## src/rtl/ame_pkg.sv

```systemverilog
// Shared definitions for the Cramer-rule issue block: FSM state encoding
// and the index maps for the input system and the compute-unit operand lanes.
package ame_pkg;

  typedef enum logic [2:0] {
    ST_IDLE    = 3'd0,
    ST_ISS_DET = 3'd1,
    ST_ISS_DX  = 3'd2,
    ST_ISS_DY  = 3'd3,
    ST_WAIT    = 3'd4,
    ST_OUT     = 3'd5
  } state_t;

  // Positions of the coefficients inside the input system word.
  localparam int OP_A = 0;
  localparam int OP_B = 1;
  localparam int OP_C = 2;
  localparam int OP_D = 3;
  localparam int OP_E = 4;
  localparam int OP_F = 5;

  // Operand lanes toward the compute unit, which returns M*D - L*C.
  localparam int SLOT_M = 3;
  localparam int SLOT_D = 2;
  localparam int SLOT_L = 1;
  localparam int SLOT_C = 0;

endpackage

```

## src/rtl/ame_cramer_issue.sv

```systemverilog
// Issues the three 2x2 cross products of Cramer's rule (det, dx, dy) to an
// external multiply-subtract unit, collects the in-order results and hands
// them downstream as one triple.
// Optional feature: define AME_CRAMER_SINGULAR_EN to add out_sing_o and
// zero dx/dy whenever the determinant is zero.
module ame_cramer_issue
  import ame_pkg::*;
#(
  parameter int COMP_DATA_BITS = 64
) (
  input  logic                           clk_i,
  input  logic                           rst_n_i,
  input  logic                           in_valid_i,
  output logic                           in_ready_o,
  input  logic [5:0][COMP_DATA_BITS-1:0] in_data_i,
  output logic                           comp_init_o,
  output logic [3:0][COMP_DATA_BITS-1:0] comp_data_o,
  input  logic                           comp_done_i,
  input  logic [COMP_DATA_BITS-1:0]      comp_data_i,
  output logic                           out_valid_o,
  input  logic                           out_ready_i,
`ifdef AME_CRAMER_SINGULAR_EN
  output logic                           out_sing_o,
`endif
  output logic [COMP_DATA_BITS-1:0]      out_det_o,
  output logic [COMP_DATA_BITS-1:0]      out_dx_o,
  output logic [COMP_DATA_BITS-1:0]      out_dy_o
);

  state_t                           state_q;
  state_t                           state_d;
  logic [5:0][COMP_DATA_BITS-1:0]   sys_q;
  logic [1:0]                       done_cnt_q;
  logic [COMP_DATA_BITS-1:0]        det_q;
  logic [COMP_DATA_BITS-1:0]        dx_q;
  logic [COMP_DATA_BITS-1:0]        dy_q;
  logic                             ready_en_q;
  logic                             accept;
  logic                             done_take;

  assign accept = in_valid_i && in_ready_o;

  // Results are only meaningful once the matching request has gone out, so
  // strobes in IDLE, ISS_DET and OUT (e.g. stragglers after a reset) are dropped.
  assign done_take = comp_done_i &&
                     ((state_q == ST_ISS_DX) || (state_q == ST_ISS_DY) ||
                      (state_q == ST_WAIT));

  // State register.
  always_ff @(posedge clk_i or negedge rst_n_i) begin
    // NOTE: clocked state uses non-blocking assignments so every flop samples
    // pre-edge values regardless of process evaluation order.
    if (!rst_n_i) state_q <= ST_IDLE;
    else          state_q <= state_d;
  end

  // Next-state logic: three back-to-back issues, then wait for three results.
  always_comb begin
    // NOTE: default assignment first, so no path through the case leaves the
    // signal unassigned and infers a latch.
    state_d = state_q;
    case (state_q)
      ST_IDLE:    if (accept) state_d = ST_ISS_DET;
      ST_ISS_DET: state_d = ST_ISS_DX;
      ST_ISS_DX:  state_d = ST_ISS_DY;
      ST_ISS_DY:  state_d = ST_WAIT;
      ST_WAIT:    if (done_take && (done_cnt_q == 2'd2)) state_d = ST_OUT;
      ST_OUT:     if (out_ready_i) state_d = ST_IDLE;
      default:    state_d = ST_IDLE;
    endcase
  end

  // Moore outputs: handshakes and the operand lanes for each issue slot.
  always_comb begin
    in_ready_o  = 1'b0;
    comp_init_o = 1'b0;
    comp_data_o = '0;
    out_valid_o = 1'b0;
    case (state_q)
      ST_IDLE: in_ready_o = ready_en_q;
      ST_ISS_DET: begin
        comp_init_o         = 1'b1;
        comp_data_o[SLOT_M] = sys_q[OP_A];
        comp_data_o[SLOT_D] = sys_q[OP_D];
        comp_data_o[SLOT_L] = sys_q[OP_B];
        comp_data_o[SLOT_C] = sys_q[OP_C];
      end
      ST_ISS_DX: begin
        comp_init_o         = 1'b1;
        comp_data_o[SLOT_M] = sys_q[OP_E];
        comp_data_o[SLOT_D] = sys_q[OP_D];
        comp_data_o[SLOT_L] = sys_q[OP_B];
        comp_data_o[SLOT_C] = sys_q[OP_F];
      end
      ST_ISS_DY: begin
        comp_init_o         = 1'b1;
        comp_data_o[SLOT_M] = sys_q[OP_A];
        comp_data_o[SLOT_D] = sys_q[OP_F];
        comp_data_o[SLOT_L] = sys_q[OP_E];
        comp_data_o[SLOT_C] = sys_q[OP_C];
      end
      ST_OUT:  out_valid_o = 1'b1;
      default: ;
    endcase
  end

  // Captured system coefficients.
  always_ff @(posedge clk_i) begin
    // NOTE: no reset on this data register; it is only driven onto comp_data_o
    // in the issue states, which are reachable only after it has been loaded.
    if (accept) sys_q <= in_data_i;
  end

  // Result collection and the post-reset ready qualifier.
  always_ff @(posedge clk_i or negedge rst_n_i) begin
    if (!rst_n_i) begin
      ready_en_q <= 1'b0;
      done_cnt_q <= 2'd0;
      det_q      <= '0;
      dx_q       <= '0;
      dy_q       <= '0;
    end else begin
      ready_en_q <= 1'b1;
      if (accept) begin
        done_cnt_q <= 2'd0;
      end else if (done_take) begin
        done_cnt_q <= done_cnt_q + 2'd1;
        case (done_cnt_q)
          2'd0:    det_q <= comp_data_i;
          2'd1:    dx_q  <= comp_data_i;
          2'd2:    dy_q  <= comp_data_i;
          default: ;
        endcase
      end
    end
  end

  assign out_det_o = det_q;

`ifdef AME_CRAMER_SINGULAR_EN
  logic singular;
  assign singular   = (det_q == '0);
  assign out_sing_o = (state_q == ST_OUT) && singular;
  assign out_dx_o   = singular ? '0 : dx_q;
  assign out_dy_o   = singular ? '0 : dy_q;
`else
  assign out_dx_o   = dx_q;
  assign out_dy_o   = dy_q;
`endif

endmodule

```

## config.mk

```make
export PLATFORM = sky130hd
export DESIGN_NAME = ame_cramer_issue
export DESIGN_NICKNAME = d
export VERILOG_FILES = /design/src/rtl/ame_pkg.sv /design/src/rtl/ame_cramer_issue.sv
export SDC_FILE = /design/constraint.sdc
export NUM_CORES = 1
export LEC_CHECK = 0
export ABC_CLOCK_PERIOD_IN_PS = 9500
export CORE_AREA = 3 3 352 354
export DETAILED_ROUTE_END_ITERATION = 16
export DIE_AREA = 0 0 355 357
export PLACE_DENSITY = 0.4
export SYNTH_ARGS = -nofsm -noshare
export SYNTH_HDL_FRONTEND = slang
export SYNTH_SLANG_ARGS = --single-unit
```

## constraint.sdc

```tcl
create_clock -name clk_i -period 9.5 [get_ports clk_i]
set_input_delay 2.375 -clock clk_i [delete_from_list [all_inputs] [get_ports clk_i]]
set_output_delay 2.375 -clock clk_i [all_outputs]
set_load 0.005 [all_outputs]
```

==> results of run 1 <==
## worst paths after layout
kind | end | start | cells past startpoint
setup / recovery | comp_data_o[224] | state_q[2] | 5
hold / removal | out_dx_o[23] | out_dx_o[23] | 1
setup reg to reg | sys_q[291] | state_q[0] | 4
hold reg to reg | out_dx_o[23] | out_dx_o[23] | 1
max in group asynchronous | out_det_o[6] | rst_n_i | 2
min in group asynchronous | out_dy_o[54] | rst_n_i | 1
## metrics by stage
step | setup slack [ns] | total power, mW
after floorplan | 2.006 | 5.392
after global placement | 4.136 | 8.368
after detailed placement | 4.068 | 8.370
after CTS | 3.344 | 11.30
after global routing | 3.147 | 11.62
final | 3.182 | 11.07
## cell type report
| class | count | area, um2 | share of cell area [%] |
|---|---|---|---|
| Inverter | 3 | 11.26 | 0.03204 |
| Clock inverter | 37 | 442.9 | 1.260 |
| Multi-Input combinational cell | 482 | 4915 | 13.99 |
| Timing Repair Buffer | 917 | 9223 | 26.24 |
| Clock buffer | 97 | 1978 | 5.629 |
| Antenna cell | 21 | 52.55 | 0.1495 |
| Sequential cell | 582 | 16490 | 46.91 |
| Tap cell | 1625 | 2033 | 5.786 |
## flip-flops by register name (all words and copies together), names as in the netlist
| register | count |
|---|---|
| out_det_o | 64 |
| sys_q | 384 |
| out_dy_o | 64 |
| state_q | 3 |
| out_dx_o | 64 |
| done_cnt_q | 2 |
| ready_en_q | 1 |
## power by group through the flow
| stage | registers (mW) | logic, mW | clock network, mW |
|---|---|---|---|
| 6_report | 3.75 | 4.51 | 2.81 |
| 5_1_grt | 3.82 | 4.77 | 3.03 |
| 4_1_cts | 3.76 | 4.61 | 2.93 |
| 3_5_place_dp | 3.80 | 4.57 | 0 |
| 3_3_place_gp | 3.79 | 4.57 | 0 |
| 2_1_floorplan | 3.76 | 1.63 | 0 |
## Yosys cell counts
cell type | n | area, um2
a21bo_2 | 1 | 10.01
buf_1 | 7 | 26.28
o32ai_1 | 1 | 8.760
nor2_1 | 7 | 26.28
a22o_1 | 256 | 2242
a21oi_1 | 3 | 15.01
edfxtp_1 | 384 | 11530
nand2_1 | 5 | 18.77
o22ai_1 | 1 | 6.260
or3b_1 | 1 | 8.760
buf_2 | 13 | 65.06
nor4b_1 | 1 | 8.760
buf_4 | 3 | 22.52
dfrtp_1 | 198 | 4955
xnor2_1 | 1 | 8.760
ha_1 | 3 | 37.54
clkbuf_1 | 39 | 146.4
buf_6 | 10 | 112.6
mux2_4 | 60 | 900.9
buf_12 | 6 | 120.1
nand2b_1 | 2 | 12.51
a21oi_4 | 2 | 32.53
conb_1 | 1 | 3.750
mux2_1 | 10 | 112.6
and2_1 | 1 | 6.260
mux2_2 | 125 | 1408
clkbuf_8 | 2 | 27.53
a21o_1 | 1 | 7.510
inv_1 | 3 | 11.26
## routing by layer
metal / vias to the layer above / share of wire (%) / GRT usage (%) / routed length [um]
met4: 6 / 3.3 / 5.557 / 3286
li1: 6421 / - / - / -
met5: - / 0.041 / 0 / 41
met1: 7697 / 38 / 17.19 / 38220
met2: 785 / 50 / 25.96 / 50140
met3: 171 / 8.9 / 5.675 / 9008
## cells by family (layout without fill, tap and decap cells)
| family | after synthesis | in the layout | synth area share, % |
|---|---|---|---|
| AOI/OAI and AO/OA | 265 | 265 | 10.61 |
| other | 1 | 22 | 0.01713 |
| buffers and inverters | 83 | 1054 | 2.429 |
| adders and majority gates | 3 | 3 | 0.1715 |
| and+or+nand+nor | 17 | 17 | 0.3715 |
| DFF | 582 | 582 | 75.30 |
| xor gates and xnor gates | 1 | 1 | 0.04001 |
| muxes | 195 | 195 | 11.06 |
## critical path, stage by stage, from the launching register on
cell and delay [ns]:
dfrtp_1 0.50, nand2b_1 0.43, nor2_4 0.31, buf_12 0.33, a22o_1 0.59, clkdlybuf4s50_1 0.60
==> out/results.ini, run 1 <==
[grt]
grtUsageTotal_pct = 15.15
grt_max_degree = 173
grt_pass1_vias = 16140
globalRouteOverflowTotal = 0
antenna_found_initial = 51
grt_pass1_wl_um = 134400

[worst_setup_path]
crit_fanout = 123
cp.required_ns = 7.13
end_kind = output pin
worstPathArrival_ns = 3.94
r2r_slack_ns = 5.79
crit_path_start_kind = flop
criticalPathCategory = flop to output pin

[drt]
viasPerCell = 4.006
firstDrtPassIters = 5
drt-initial-drc-count = 916
vias = 15080
drc_errors = 0
wl_per_cell_um = 26.75
wl_um = 100700
ant_nets = 0

[floorplanning]
fp.dieArea_um2 = 126700
rows = 128
chipWidth_um = 355
start_util_pct = 18.03
fp.dieH_um = 357
pin_count = 904
core-area_um2 = 121400

[clock_tree]
cts_made_buffers = 73
post_cts_resized = 0
cts_sinks = 582
clk_pin_slew_ns = 0.06
cts_buffer_depth = 3
cts_setup_buffers = 0
clock_latency_ns = 0.66
root_buffer = clkbuf_16
ctsHoldBuffers = 0
cts_tree = built
htree_levels = 3

[finish]
layout_common_cells = clkdlybuf4s50_1, edfxtp_1, a22o_1
finalNonFillerCells = 3764
fillers = 12300
layout_commonest_cell = clkdlybuf4s50_1
area_delta_synth_final_pct = 60.52
drive_gt1_share_pct = 14.73
nets = 2515
final_core_util_pct = 28.95
fin_area_um2 = 35140

[synthesis]
yosysUniqueCellTypes = 29
ys.warnings.count = 0
synth_nets = 1603
synth_area_um2 = 21890
synth.avg_cell_area_um2 = 19.09
ys_seq_area_share_pct = 75.30
ys_seq_elements = 582
netlist_instances = 1147

[timing]
worst_pin_slew_ns = 1.243
maxSlewViolCount = 0
skew_ns = 0.02966
final-hold-violation-count = 0
period_needed_ns = 6.318
setup_viol = 0
tns_ns = 0
fmax_mhz = 158.3
worst_hold_slack_ns = 0.4860
rsz0062_at_grt = false
fin_crit_sh_pct = 66.51
slew_headroom_pct = 17.12

[pwr]
vdd_drop_max_mv = 0.2152
net-switching-power_mw = 3.402
netSwitchingFraction_pct = 30.73
comb_power_share_pct = 40.7
seqPwrFrac_pct = 33.9
internal_power_mw = 7.667
p_leak_nw = 12.81
power_density_nw_per_um2 = 315.0
clockPowerShare_pct = 25.4

[run]
cap_violations = 0

[placed_design]
io_buffers = 903
hpwl_um = 74550
placed_cells_incl_taps = 3609
placed_cell_area_um2 = 32670
gp_congestion = 0.8802

[hold_path]
min_path_type = flop to flop

[status]
status = finished clean

(Power assumes the default switching activity.)
==> run 2: changes to the inputs <==
ABC_CLOCK_PERIOD_IN_PS = 6620   (was 9500)
CORE_AREA = 3 3 346 348   (was 3 3 352 354)
DIE_AREA = 0 0 349 351   (was 0 0 355 357)
PLACE_DENSITY = 0.39   (was 0.4)
clock period = 6.62 ns   (was 9.5 ns; I/O delays follow)
==> run 2 against run 1 <==
  * First-iteration DRC count shrank 12%
  * Non-clock buffer count grew 2
  * Clock power grew 47%
  * Sequential share of layout area is essentially flat
  * Combinational power grew 48%
==> out/results.ini, run 2 (synthesized netlist as in run 1, its figures left out) <==
[floorplanning]
pin_count = 904  ; unchanged
fp.dieArea_um2 = 122500  ; -3.3%
chipWidth_um = 349  ; -1.7%
core-area_um2 = 116500  ; -4.0%
rows = 125  ; -2.3%
start_util_pct = 18.79  ; +0.76 points
fp.dieH_um = 351  ; -1.7%

[clock_tree]
cts_made_buffers = 75  ; +2.7%
ctsHoldBuffers = 0  ; unchanged
cts_setup_buffers = 0  ; unchanged
cts_buffer_depth = 3  ; unchanged
cts_tree = built
htree_levels = 3  ; unchanged
post_cts_resized = 0  ; unchanged
clock_latency_ns = 0.65  ; about the same
clk_pin_slew_ns = 0.05  ; about the same
cts_sinks = 582  ; unchanged
root_buffer = clkbuf_16

[drt]
wl_um = 102000  ; +1.3%
drc_errors = 0  ; unchanged
viasPerCell = 4.115  ; +2.7%
wl_per_cell_um = 27.82  ; +4.0%
vias = 15090  ; +0.040%
drt-initial-drc-count = 810  ; -12%
ant_nets = 0  ; unchanged
firstDrtPassIters = 5  ; unchanged

[worst_setup_path]
critPathSlowestCell = clkdlybuf4s50_1
crit_fanout = 70  ; -43%
crit_path_max_incr_delay_ns = 0.59  ; about the same
criticalPathCategory = flop to output pin
crit_path_start_kind = flop
cp.required_ns = 4.97  ; -2.16 ns
crit_path_cell_trace = nand2b_1 -> nor2_4 -> buf_12 -> a22o_1 -> clkdlybuf4s50_1
worstPathArrival_ns = 3.41  ; -0.53 ns
end_kind = output pin

[finish]
area_delta_synth_final_pct = 60.55  ; about the same
nets = 2519  ; +0.16%
layout_common_cells = clkdlybuf4s50_1, edfxtp_1, a22o_1
final_core_util_pct = 30.17  ; +1.2 points
top_register = sys_q
largest_reg_flops = 384  ; unchanged
layout_commonest_cell = clkdlybuf4s50_1
finalNonFillerCells = 3666  ; -2.6%
drive_gt1_share_pct = 14.97  ; +0.24 points

[pwr]
p_leak_nw = 12.87  ; +0.50%
power_density_nw_per_um2 = 459.9  ; +46%
vdd_drop_max_mv = 0.3024  ; +41%
power_mw = 16.16  ; +46%

[status]
status = finished clean

[timing]
fmax_mhz = 197.5
fin_crit_sh_pct = 76.50
maxSlewViolCount = 0  ; unchanged
skew_ns = 0.03626  ; +0.006596 ns
setup_viol = 0  ; unchanged
rsz0062_at_grt = false
slew_headroom_pct = 25.09  ; +8.0 points
period_needed_ns = 5.064
final-hold-violation-count = 0  ; unchanged
worst_slack_ns = 1.556  ; -1.626 ns
worst_pin_slew_ns = 1.124  ; -0.1195 ns
tns_ns = 0  ; unchanged

[placed_design]
io_buffers = 903  ; unchanged
gp_congestion = 0.8265  ; -6.1%
hpwl_um = 74660  ; +0.15%
preCtsSetupSlack_ns = 2.212  ; -1.856 ns
placed_cells_incl_taps = 3510  ; -2.7%

[run]
cap_violations = 0  ; unchanged

[grt]
grt_max_degree = 138  ; -20%
grtUsageTotal_pct = 15.97  ; +0.82 points
grt_pass1_vias = 16080  ; -0.33%
grt_pass1_wl_um = 136500  ; +1.5%
globalRouteOverflowTotal = 0  ; unchanged
antenna_found_initial = 54  ; +5.9%

[hold_path]
min_path_type = flop to flop

run 2: worst max-delay path: cells and delay by family, from the launching register on:
kind / cells / cell delay (ns)
compound gates: 1 / 0.44
simple gates: 2 / 0.78
buf+inv: 2 / 0.94
flops: 1 / 0.50
run 2: layer usage:
| metal | vias up | GRT usage [%] | routed length [um] |
|---|---|---|---|
| met5 | - | 0 | 42 |
| met4 | 6 | 4.135 | 2584 |
| met3 | 198 | 6.421 | 9527 |
| met2 | 794 | 27.85 | 51300 |
| met1 | 7647 | 18.13 | 38530 |
| li1 | 6441 | - | - |
run 2: cell type report:
cell class,instances,area (um2)
fillers,11600,81370
flip-flops and latches,582,16490
repair buffers,919,9288
multi-input cells,482,4915
clock buffers,95,1992
well taps,1524,1907
clock inverters,43,505.5
diodes,18,45.04
inverters,3,11.26
run 2: per-stage QoR:
stage	instance area, um2	hold slack, ns
2_1_floorplan	21890	0.4828
3_3_place_gp	32610	0.4694
3_5_place_dp	32610	0.4805
4_1_cts	35100	0.4931
5_1_grt	35130	0.5104
6_report	35150	0.4870
run 2: worst paths after layout:
path	startpoint	to	slack, ns	depth (start not counted)
max	state_q[2]	comp_data_o[247]	1.56	5
min	out_dx_o[19]	out_dx_o[19]	0.49	1
max reg2reg	state_q[0]	sys_q[110]	3.37	3
min reg2reg	out_dx_o[19]	out_dx_o[19]	0.49	1
max in group asynchronous	rst_n_i	out_dx_o[11]	4.33	2
min in group asynchronous	rst_n_i	out_det_o[61]	1.01	1
run 2: report_power, final:
group | internal, mW | total [mW] | switching [mW]
registers | 4.86 | 5.34 | 0.482
clock network | 2.43 | 4.13 | 1.70
logic | 3.82 | 6.69 | 2.86
total | 11.1 | 16.2 | 5.05
